**config.mk**
```make
export PLATFORM = sky130hd
export DESIGN_NAME = mem_master_flat
export DESIGN_NICKNAME = d
export VERILOG_FILES = /design/src/rtl/mem_master_if.sv /design/src/rtl/mem_master.sv /design/src/flat_wrapper.sv
export SDC_FILE = /design/constraint.sdc
export NUM_CORES = 1
export LEC_CHECK = 0
export BUFFER_PORTS_ARGS = -buffer_cell sky130_fd_sc_hd__buf_2
export CORE_MARGIN = 4
export CORE_UTILIZATION = 45
export CTS_BUF_LIST = sky130_fd_sc_hd__clkbuf_8
export DETAILED_ROUTE_END_ITERATION = 10
export HOLD_SLACK_MARGIN = 0.06
export MAX_ROUTING_LAYER = met4
export PLACE_DENSITY = 0.83
export SKIP_CTS_REPAIR_TIMING = 1
export SLEW_MARGIN = 25
export SYNTH_ARGS = -nofsm -noshare
export SYNTH_HDL_FRONTEND = slang
export SYNTH_SLANG_ARGS = --single-unit
```
**constraint.sdc**
```tcl
create_clock -name clk -period 3.4 [get_ports clk]
set_input_delay 0 -clock clk [delete_from_list [all_inputs] [get_ports clk]]
set_output_delay 0 -clock clk [all_outputs]
set_load 0.02 [all_outputs]
```
**src/rtl/mem_master_if.sv**
```systemverilog
// Request/response handshake and word-wide memory port for mem_master.
// The master modport is the view from mem_master; the slave modport is the core and memory side.
interface mem_master_if #(
  parameter int unsigned WIDTH = 32
) ();
  logic             req_valid;
  logic             req_ready;
  logic             req_write;
  logic [1:0]       req_size;
  logic             req_signed;
  logic [WIDTH-1:0] req_adr;
  logic [WIDTH-1:0] req_wdata;
  logic             rsp_valid;
  logic             rsp_ready;
  logic [WIDTH-1:0] rsp_rdata;
  logic             rsp_err;
  logic             memwrite;
  logic [WIDTH-1:0] adr;
  logic [WIDTH-1:0] writedata;
  logic [WIDTH-1:0] memdata;

  modport master (
    input  req_valid, req_write, req_size, req_signed, req_adr, req_wdata, rsp_ready, memdata,
    output req_ready, rsp_valid, rsp_rdata, rsp_err, memwrite, adr, writedata
  );

  modport slave (
    output req_valid, req_write, req_size, req_signed, req_adr, req_wdata, rsp_ready, memdata,
    input  req_ready, rsp_valid, rsp_rdata, rsp_err, memwrite, adr, writedata
  );
endinterface

```
**src/rtl/mem_master.sv**
```systemverilog
// mem_master: bus-master end of the external memory interface.
// The memory only does aligned full-word accesses. This block aligns the address, extracts
// big-endian byte/halfword load lanes, and does sub-word stores by read-modify-write.
// Misaligned or illegal-size requests get an error response with no memory access.
// Define MEM_MASTER_STATS_EN to enable the saturating rd/wr/err response counters.
module mem_master #(
  parameter int unsigned WIDTH = 32,  // only 32 is supported
  parameter int unsigned RDLAT = 1    // cycles from driving adr to sampling memdata, 1..4
) (
  input  logic         clk,
  input  logic         reset_n,
  mem_master_if.master bus,
  output logic [15:0]  rd_count,
  output logic [15:0]  wr_count,
  output logic [15:0]  err_count
);

  typedef enum logic [2:0] {StIdle, StRwait, StMerge, StWrite, StResp} state_e;

  state_e           state_q, state_d;
  logic             write_q, write_d;
  logic [1:0]       size_q, size_d;
  logic             signed_q, signed_d;
  logic [1:0]       off_q, off_d;
  logic [WIDTH-1:0] wdata_q, wdata_d;
  logic [WIDTH-1:0] adr_q, adr_d;
  logic [WIDTH-1:0] word_q, word_d;
  logic [WIDTH-1:0] rdata_q, rdata_d;
  logic             err_q, err_d;
  logic [WIDTH-1:0] wrdata_q, wrdata_d;
  logic [1:0]       cnt_q, cnt_d;
  logic             misaligned;

  // Big-endian lane select: byte offset 0 lives in bits 31:24, halfword offset 0 in 31:16.
  function automatic logic [31:0] load_lane(input logic [31:0] w, input logic [1:0] sz,
                                            input logic [1:0] off, input logic sgn);
    logic [7:0]  b;
    logic [15:0] h;
    b = w[{~off, 3'b000} +: 8];
    h = w[{~off[1], 4'b0000} +: 16];
    case (sz)
      2'b00:   load_lane = {{24{sgn & b[7]}}, b};
      2'b01:   load_lane = {{16{sgn & h[15]}}, h};
      default: load_lane = w;
    endcase
  endfunction

  // Replace only the addressed lane; every other bit of the memory word is kept.
  function automatic logic [31:0] merge_lane(input logic [31:0] w, input logic [1:0] sz,
                                             input logic [1:0] off, input logic [31:0] d);
    logic [31:0] m;
    m = w;
    if (sz == 2'b00) m[{~off, 3'b000} +: 8] = d[7:0];
    else             m[{~off[1], 4'b0000} +: 16] = d[15:0];
    return m;
  endfunction

  assign misaligned = (bus.req_size == 2'b11) ||
                      (bus.req_size == 2'b01 && bus.req_adr[0]) ||
                      (bus.req_size == 2'b10 && bus.req_adr[1:0] != 2'b00);

  // Next-state and datapath update for the access sequencer.
  always_comb begin
    state_d  = state_q;
    write_d  = write_q;
    size_d   = size_q;
    signed_d = signed_q;
    off_d    = off_q;
    wdata_d  = wdata_q;
    adr_d    = adr_q;
    word_d   = word_q;
    rdata_d  = rdata_q;
    err_d    = err_q;
    wrdata_d = wrdata_q;
    cnt_d    = cnt_q;
    unique case (state_q)
      StIdle: begin
        if (bus.req_valid) begin
          write_d  = bus.req_write;
          size_d   = bus.req_size;
          signed_d = bus.req_signed;
          off_d    = bus.req_adr[1:0];
          wdata_d  = bus.req_wdata;
          adr_d    = {bus.req_adr[WIDTH-1:2], 2'b00};
          rdata_d  = '0;
          err_d    = 1'b0;
          cnt_d    = '0;
          if (misaligned) begin
            err_d   = 1'b1;
            state_d = StResp;
          end else if (bus.req_write && bus.req_size == 2'b10) begin
            wrdata_d = bus.req_wdata;
            state_d  = StWrite;
          end else begin
            state_d = StRwait;
          end
        end
      end
      StRwait: begin
        if (cnt_q == 2'(RDLAT - 1)) begin
          word_d = bus.memdata;
          if (write_q) begin
            state_d = StMerge;
          end else begin
            rdata_d = load_lane(bus.memdata, size_q, off_q, signed_q);
            state_d = StResp;
          end
        end else begin
          cnt_d = cnt_q + 2'd1;
        end
      end
      StMerge: begin
        wrdata_d = merge_lane(word_q, size_q, off_q, wdata_q);
        state_d  = StWrite;
      end
      StWrite: state_d = StResp;
      StResp:  if (bus.rsp_ready) state_d = StIdle;
      default: state_d = StIdle;
    endcase
  end

  // State and datapath registers; reset abandons any access in flight.
  always_ff @(posedge clk or negedge reset_n) begin
    if (!reset_n) begin
      state_q  <= StIdle;
      write_q  <= 1'b0;
      size_q   <= 2'b00;
      signed_q <= 1'b0;
      off_q    <= 2'b00;
      wdata_q  <= '0;
      adr_q    <= '0;
      word_q   <= '0;
      rdata_q  <= '0;
      err_q    <= 1'b0;
      wrdata_q <= '0;
      cnt_q    <= '0;
    end else begin
      state_q  <= state_d;
      write_q  <= write_d;
      size_q   <= size_d;
      signed_q <= signed_d;
      off_q    <= off_d;
      wdata_q  <= wdata_d;
      adr_q    <= adr_d;
      word_q   <= word_d;
      rdata_q  <= rdata_d;
      err_q    <= err_d;
      wrdata_q <= wrdata_d;
      cnt_q    <= cnt_d;
    end
  end

  // memwrite decodes straight from the state flop so it drops the instant reset_n falls.
  assign bus.req_ready = (state_q == StIdle);
  assign bus.rsp_valid = (state_q == StResp);
  assign bus.rsp_rdata = rdata_q;
  assign bus.rsp_err   = err_q;
  assign bus.memwrite  = (state_q == StWrite);
  assign bus.adr       = adr_q;
  assign bus.writedata = wrdata_q;

`ifdef MEM_MASTER_STATS_EN
  logic [15:0] rd_cnt_q, wr_cnt_q, err_cnt_q;
  logic        rsp_fire;

  assign rsp_fire = (state_q == StResp) && bus.rsp_ready;

  // Count completed responses by kind; an error only counts as an error.
  always_ff @(posedge clk or negedge reset_n) begin
    if (!reset_n) begin
      rd_cnt_q  <= '0;
      wr_cnt_q  <= '0;
      err_cnt_q <= '0;
    end else if (rsp_fire) begin
      if (err_q) begin
        if (err_cnt_q != 16'hFFFF) err_cnt_q <= err_cnt_q + 16'd1;
      end else if (write_q) begin
        if (wr_cnt_q != 16'hFFFF) wr_cnt_q <= wr_cnt_q + 16'd1;
      end else begin
        if (rd_cnt_q != 16'hFFFF) rd_cnt_q <= rd_cnt_q + 16'd1;
      end
    end
  end

  assign rd_count  = rd_cnt_q;
  assign wr_count  = wr_cnt_q;
  assign err_count = err_cnt_q;
`else
  assign rd_count  = '0;
  assign wr_count  = '0;
  assign err_count = '0;
`endif

endmodule

```
**src/flat_wrapper.sv**
```systemverilog
// flat-port wrapper written by rule: the top's interface ports become plain ports
module mem_master_flat 
#(
  parameter int unsigned WIDTH = 32,                         
  parameter int unsigned RDLAT = 1                                                        
)
  (clk, reset_n, rd_count, wr_count, err_count, bus_req_valid, bus_req_write, bus_req_size, bus_req_signed, bus_req_adr, bus_req_wdata, bus_rsp_ready, bus_memdata, bus_req_ready, bus_rsp_valid, bus_rsp_rdata, bus_rsp_err, bus_memwrite, bus_adr, bus_writedata);
  mem_master_if #(.WIDTH(WIDTH)) bus_i ();
  input  logic clk;
  input  logic reset_n;
  output logic [15:0] rd_count;
  output logic [15:0] wr_count;
  output logic [15:0] err_count;
  input wire logic [$bits(bus_i.req_valid)-1:0] bus_req_valid;
  input wire logic [$bits(bus_i.req_write)-1:0] bus_req_write;
  input wire logic [$bits(bus_i.req_size)-1:0] bus_req_size;
  input wire logic [$bits(bus_i.req_signed)-1:0] bus_req_signed;
  input wire logic [$bits(bus_i.req_adr)-1:0] bus_req_adr;
  input wire logic [$bits(bus_i.req_wdata)-1:0] bus_req_wdata;
  input wire logic [$bits(bus_i.rsp_ready)-1:0] bus_rsp_ready;
  input wire logic [$bits(bus_i.memdata)-1:0] bus_memdata;
  output wire logic [$bits(bus_i.req_ready)-1:0] bus_req_ready;
  output wire logic [$bits(bus_i.rsp_valid)-1:0] bus_rsp_valid;
  output wire logic [$bits(bus_i.rsp_rdata)-1:0] bus_rsp_rdata;
  output wire logic [$bits(bus_i.rsp_err)-1:0] bus_rsp_err;
  output wire logic [$bits(bus_i.memwrite)-1:0] bus_memwrite;
  output wire logic [$bits(bus_i.adr)-1:0] bus_adr;
  output wire logic [$bits(bus_i.writedata)-1:0] bus_writedata;
  assign bus_i.req_valid = bus_req_valid;
  assign bus_i.req_write = bus_req_write;
  assign bus_i.req_size = bus_req_size;
  assign bus_i.req_signed = bus_req_signed;
  assign bus_i.req_adr = bus_req_adr;
  assign bus_i.req_wdata = bus_req_wdata;
  assign bus_i.rsp_ready = bus_rsp_ready;
  assign bus_i.memdata = bus_memdata;
  assign bus_req_ready = bus_i.req_ready;
  assign bus_rsp_valid = bus_i.rsp_valid;
  assign bus_rsp_rdata = bus_i.rsp_rdata;
  assign bus_rsp_err = bus_i.rsp_err;
  assign bus_memwrite = bus_i.memwrite;
  assign bus_adr = bus_i.adr;
  assign bus_writedata = bus_i.writedata;
  mem_master #(.WIDTH(WIDTH), .RDLAT(RDLAT)) u_core (.clk(clk), .reset_n(reset_n), .bus(bus_i), .rd_count(rd_count), .wr_count(wr_count), .err_count(err_count));
endmodule
```
==> reports/results.md <==
| Result | Value |
|---|---|
| Outcome | complete, no violations |
| Pwr per Cell Area | 927.5 mW/mm2 |
| Vias per inst | 5.663 |
| Area fraction of the dominant cell type after synthesis | 46.51% |
| Root buf cell | sky130_fd_sc_hd__clkbuf_8 |
| Final-layout fill cell count | 1,483 |
| Reported leakage power | 4.959 nW |
| CTS buffer count | 17 |
| Synthesis warning total | 0 |
| RePlAce Congestion | 0.9331 |
| Area of the mapped netlist | 0.008285 mm2 |
| Final critical-path setup slack | 0.7117 ns |
| Share of the cycle needed by the critical path after routing | 79.07% |
| Endpoint of the worst-slack reg-to-reg timing path | u_core.bus.writedata[1] |
| Largest net degree at the start of global routing | 104 |
| Leading post-synthesis cells by instance count | 154 x sky130_fd_sc_hd__dfrtp_1, 76 x sky130_fd_sc_hd__mux2_2, 67 x sky130_fd_sc_hd__o21ai_0 |
| Floorplan die area | 0.02065 mm2 |
| Class of the tightest hold or removal check | in2async |
| Worst slew margin relative to its limit | 36.34% |
| Post-place setup slack | 0.8531 ns |
| Post-synth top flop | sky130_fd_sc_hd__dfrtp_1 |
| TritonCTS clock tree | done |
| Shortest clock period the worst path allows after layout | 2.688 ns |
| Total number of vias | 7,554 |
| Vias in the first global route | 6,729 |
| Synthesized instance count | 822 |
| Number of levels the H-tree was split into | 4 |
| Effective utilization at floorplan | 45.97% |
| Nets | 1,202 |
| Layout Skew | 0.02075 ns |
| Library cell occupying the most area in the post-synthesis netlist | sky130_fd_sc_hd__dfrtp_1 |
| Clock edge transition at the registers on the reported setup and hold paths | 0.09 ns |
| Routed length per instance | 20.03 um |
| Count of cells along the worst register-to-register path | 6 |
| Highest clock frequency the design can meet | 0.3720 GHz |
| Syn Area/Cell | 10.08 um2 |
| Launch instance of the worst register-to-register path | u_core.off_q[1] |
| Most common cell in the netlist | sky130_fd_sc_hd__dfrtp_1 |
| DP Wirelength | 17,450 um |
| Area grow syn2layout | 28.89% |
| Share of post-route cells with drive strength above 1 | 30.25% |
| Detailed Route Iter0 Violations | 797 |
| Max-cap violations | 0 |
| Router iterations before antenna repair | 6 |
| Actual slew at the worst max-slew pin | 0.9532 ns |
| Initial antenna violation count | 1 |
| Core ar. | 0.01802 mm2 |
| Global-route usage over all layers | 23.62% |
| Final Setup Violations | 0 |
| Max Slew Vio Count | 0 |
| Required time of the worst setup path | 3.77 ns |
| Endpoints failing hold | 0 |
| Biggest area contributors in the synthesized netlist | sky130_fd_sc_hd__dfrtp_1 47%, sky130_fd_sc_hd__mux2_2 10%, sky130_fd_sc_hd__buf_4 4.5%, sky130_fd_sc_hd__o21ai_0 4.0%, sky130_fd_sc_hd__mux2i_1 4.0% |
| DRT antenna net count | 0 |
| Sequential fraction of the synthesis area | 46.51% |
| Number of storage elements in the synthesis netlist | 154 |
| Global-route wire length before repair | 36,670 um |
| Clk buf depth | 2 |
| Largest fanout on the critical path | 26 |
| Setup repair after global routing missed its margin | false |
| Sum of routed wire length over all layers | 26,720 um |
| Critical Path AT | 3.05 ns |
| Total power of the final layout | 9.905 mW |
| Startpoint Class | flop |
| Worst setup EP type | flop |
| Number of design rule violations left after detail routing | 0 |
| Clock insertion delay at the later pin of the skew report | 0.47 ns |
| Boundary Pins | 252 |
| Core Rows | 49 |
| Synth unique cells | 56 |
| Number of synthesized flops with an enable pin | 0 |
| Final total negative setup slack | 0 ns |
| Number of sinks driven by the clock tree | 154 |
| Fraction of registers with async set/reset | 100.0% |
| Maximum VDD drop | 0.4270 mV |
| Die outline height | 143.7 um |
| Worst reg2reg setup slack | 0.71 ns |
| Die boundary width | 143.7 um |
| Type of the worst setup path | reg2reg |
| Share of the core filled with cells in the final layout | 59.25% |
| Number of buffers added on ports | 201 |
| Smallest hold slack | 0.1907 ns |
| Residual overflow from global routing | 0 |
==> placed cells by master, fill, tap and decap left out, types with 12 or more instances in the layout <==
master                            n
sky130_fd_sc_hd__nor2_1          37
sky130_fd_sc_hd__mux2i_1         33
sky130_fd_sc_hd__inv_1           35
sky130_fd_sc_hd__clkbuf_8        20
sky130_fd_sc_hd__mux2_2          76
sky130_fd_sc_hd__dfrtp_1        153
sky130_fd_sc_hd__buf_2          200
sky130_fd_sc_hd__o21ai_0         67
sky130_fd_sc_hd__a221o_1         15
sky130_fd_sc_hd__buf_4           12
sky130_fd_sc_hd__dlygate4sd3_1  103
sky130_fd_sc_hd__o22ai_1         16
sky130_fd_sc_hd__nand2b_1        34
sky130_fd_sc_hd__conb_1          50
sky130_fd_sc_hd__a31oi_1         32
sky130_fd_sc_hd__a21oi_1         24
sky130_fd_sc_hd__nand2_1         59
==> flip-flops by register name, indices dropped and copies added (netlist names) <==
signal	cells
u_core.state_q	3
u_core.signed_q	1
u_core.bus.writedata	32
u_core.bus.rsp_err	1
u_core.bus.rsp_rdata	32
u_core.write_q	1
u_core.bus.adr	30
u_core.word_q	32
u_core.off_q	2
u_core.size_q	2
u_core.cnt_q	2
u_core.wdata_q	16
==> cell type report <==
type	count	area, um2	share of cell area, %
antenna	1	2.502	0.02343
clock inverter	12	148.9	1.394
clock buffer	19	261.5	2.449
multi-input combinational	568	3841	35.97
inverter	34	127.6	1.195
sequential	154	3855	36.10
timing repair buffer	317	2156	20.19
tap	229	286.5	2.683
==> stage by stage <==
| stage | area [um2] | cells |
|---|---|---|
| 6_report | 10680 | 1334 |
| 3_3_place_gp | 9233 | 1199 |
| 3_5_place_dp | 9233 | 1199 |
| 4_1_cts | 9643 | 1230 |
| 2_1_floorplan | 8469 | 871 |
| 5_1_grt | 10680 | 1334 |
==> layer usage <==
metal | vias to the layer above | GRT usage (%) | wire [um]
met3 | 100 | 5.624 | 2228
li1 | 3374 | - | -
met4 | 0 | 8.969 | 1196
met1 | 3644 | 30.94 | 10410
met5 | - | - | 0
met2 | 436 | 35.81 | 12890
==> worst max-delay path by stage <==
stage | from | end | cells after the start
6_report | u_core.off_q[1] | u_core.bus.writedata[1] | 6
5_1_grt | u_core.off_q[1] | u_core.bus.writedata[1] | 6
4_1_cts | u_core.off_q[1] | u_core.bus.writedata[11] | 6
3_5_place_dp | u_core.off_q[1] | u_core.bus.writedata[9] | 6
3_3_place_gp | u_core.off_q[1] | u_core.bus.writedata[13] | 6
2_1_floorplan | u_core.off_q[1] | u_core.bus.writedata[8] | 11
==> power breakdown <==
part           internal [mW]  total (mW)  switching (mW)
Clock                  0.757        1.49           0.730
Combinational           2.00        4.88            2.88
Sequential              2.71        3.54           0.825
==> logic make-up after synthesis <==
group | count (synthesis) | share of synthesized area (%)
and+or+nand+nor | 195 | 12.13
muxes | 110 | 14.59
buffers and inverters | 149 | 9.423
adders and majority gates | 6 | 0.9060
DFF | 154 | 46.51
other | 1 | 0.04526
AOI/OAI and AO/OA | 207 | 16.40
==> worst max-delay path, stage by stage (launching register included) <==
cell	delay, ns
sky130_fd_sc_hd__dfrtp_2	0.78
sky130_fd_sc_hd__inv_1	0.21
sky130_fd_sc_hd__ha_1	0.37
sky130_fd_sc_hd__and4b_1	0.51
sky130_fd_sc_hd__a221oi_1	0.14
sky130_fd_sc_hd__a211o_1	0.33
sky130_fd_sc_hd__a31oi_1	0.25
Note: power is estimated with default switching activity, not from simulation.
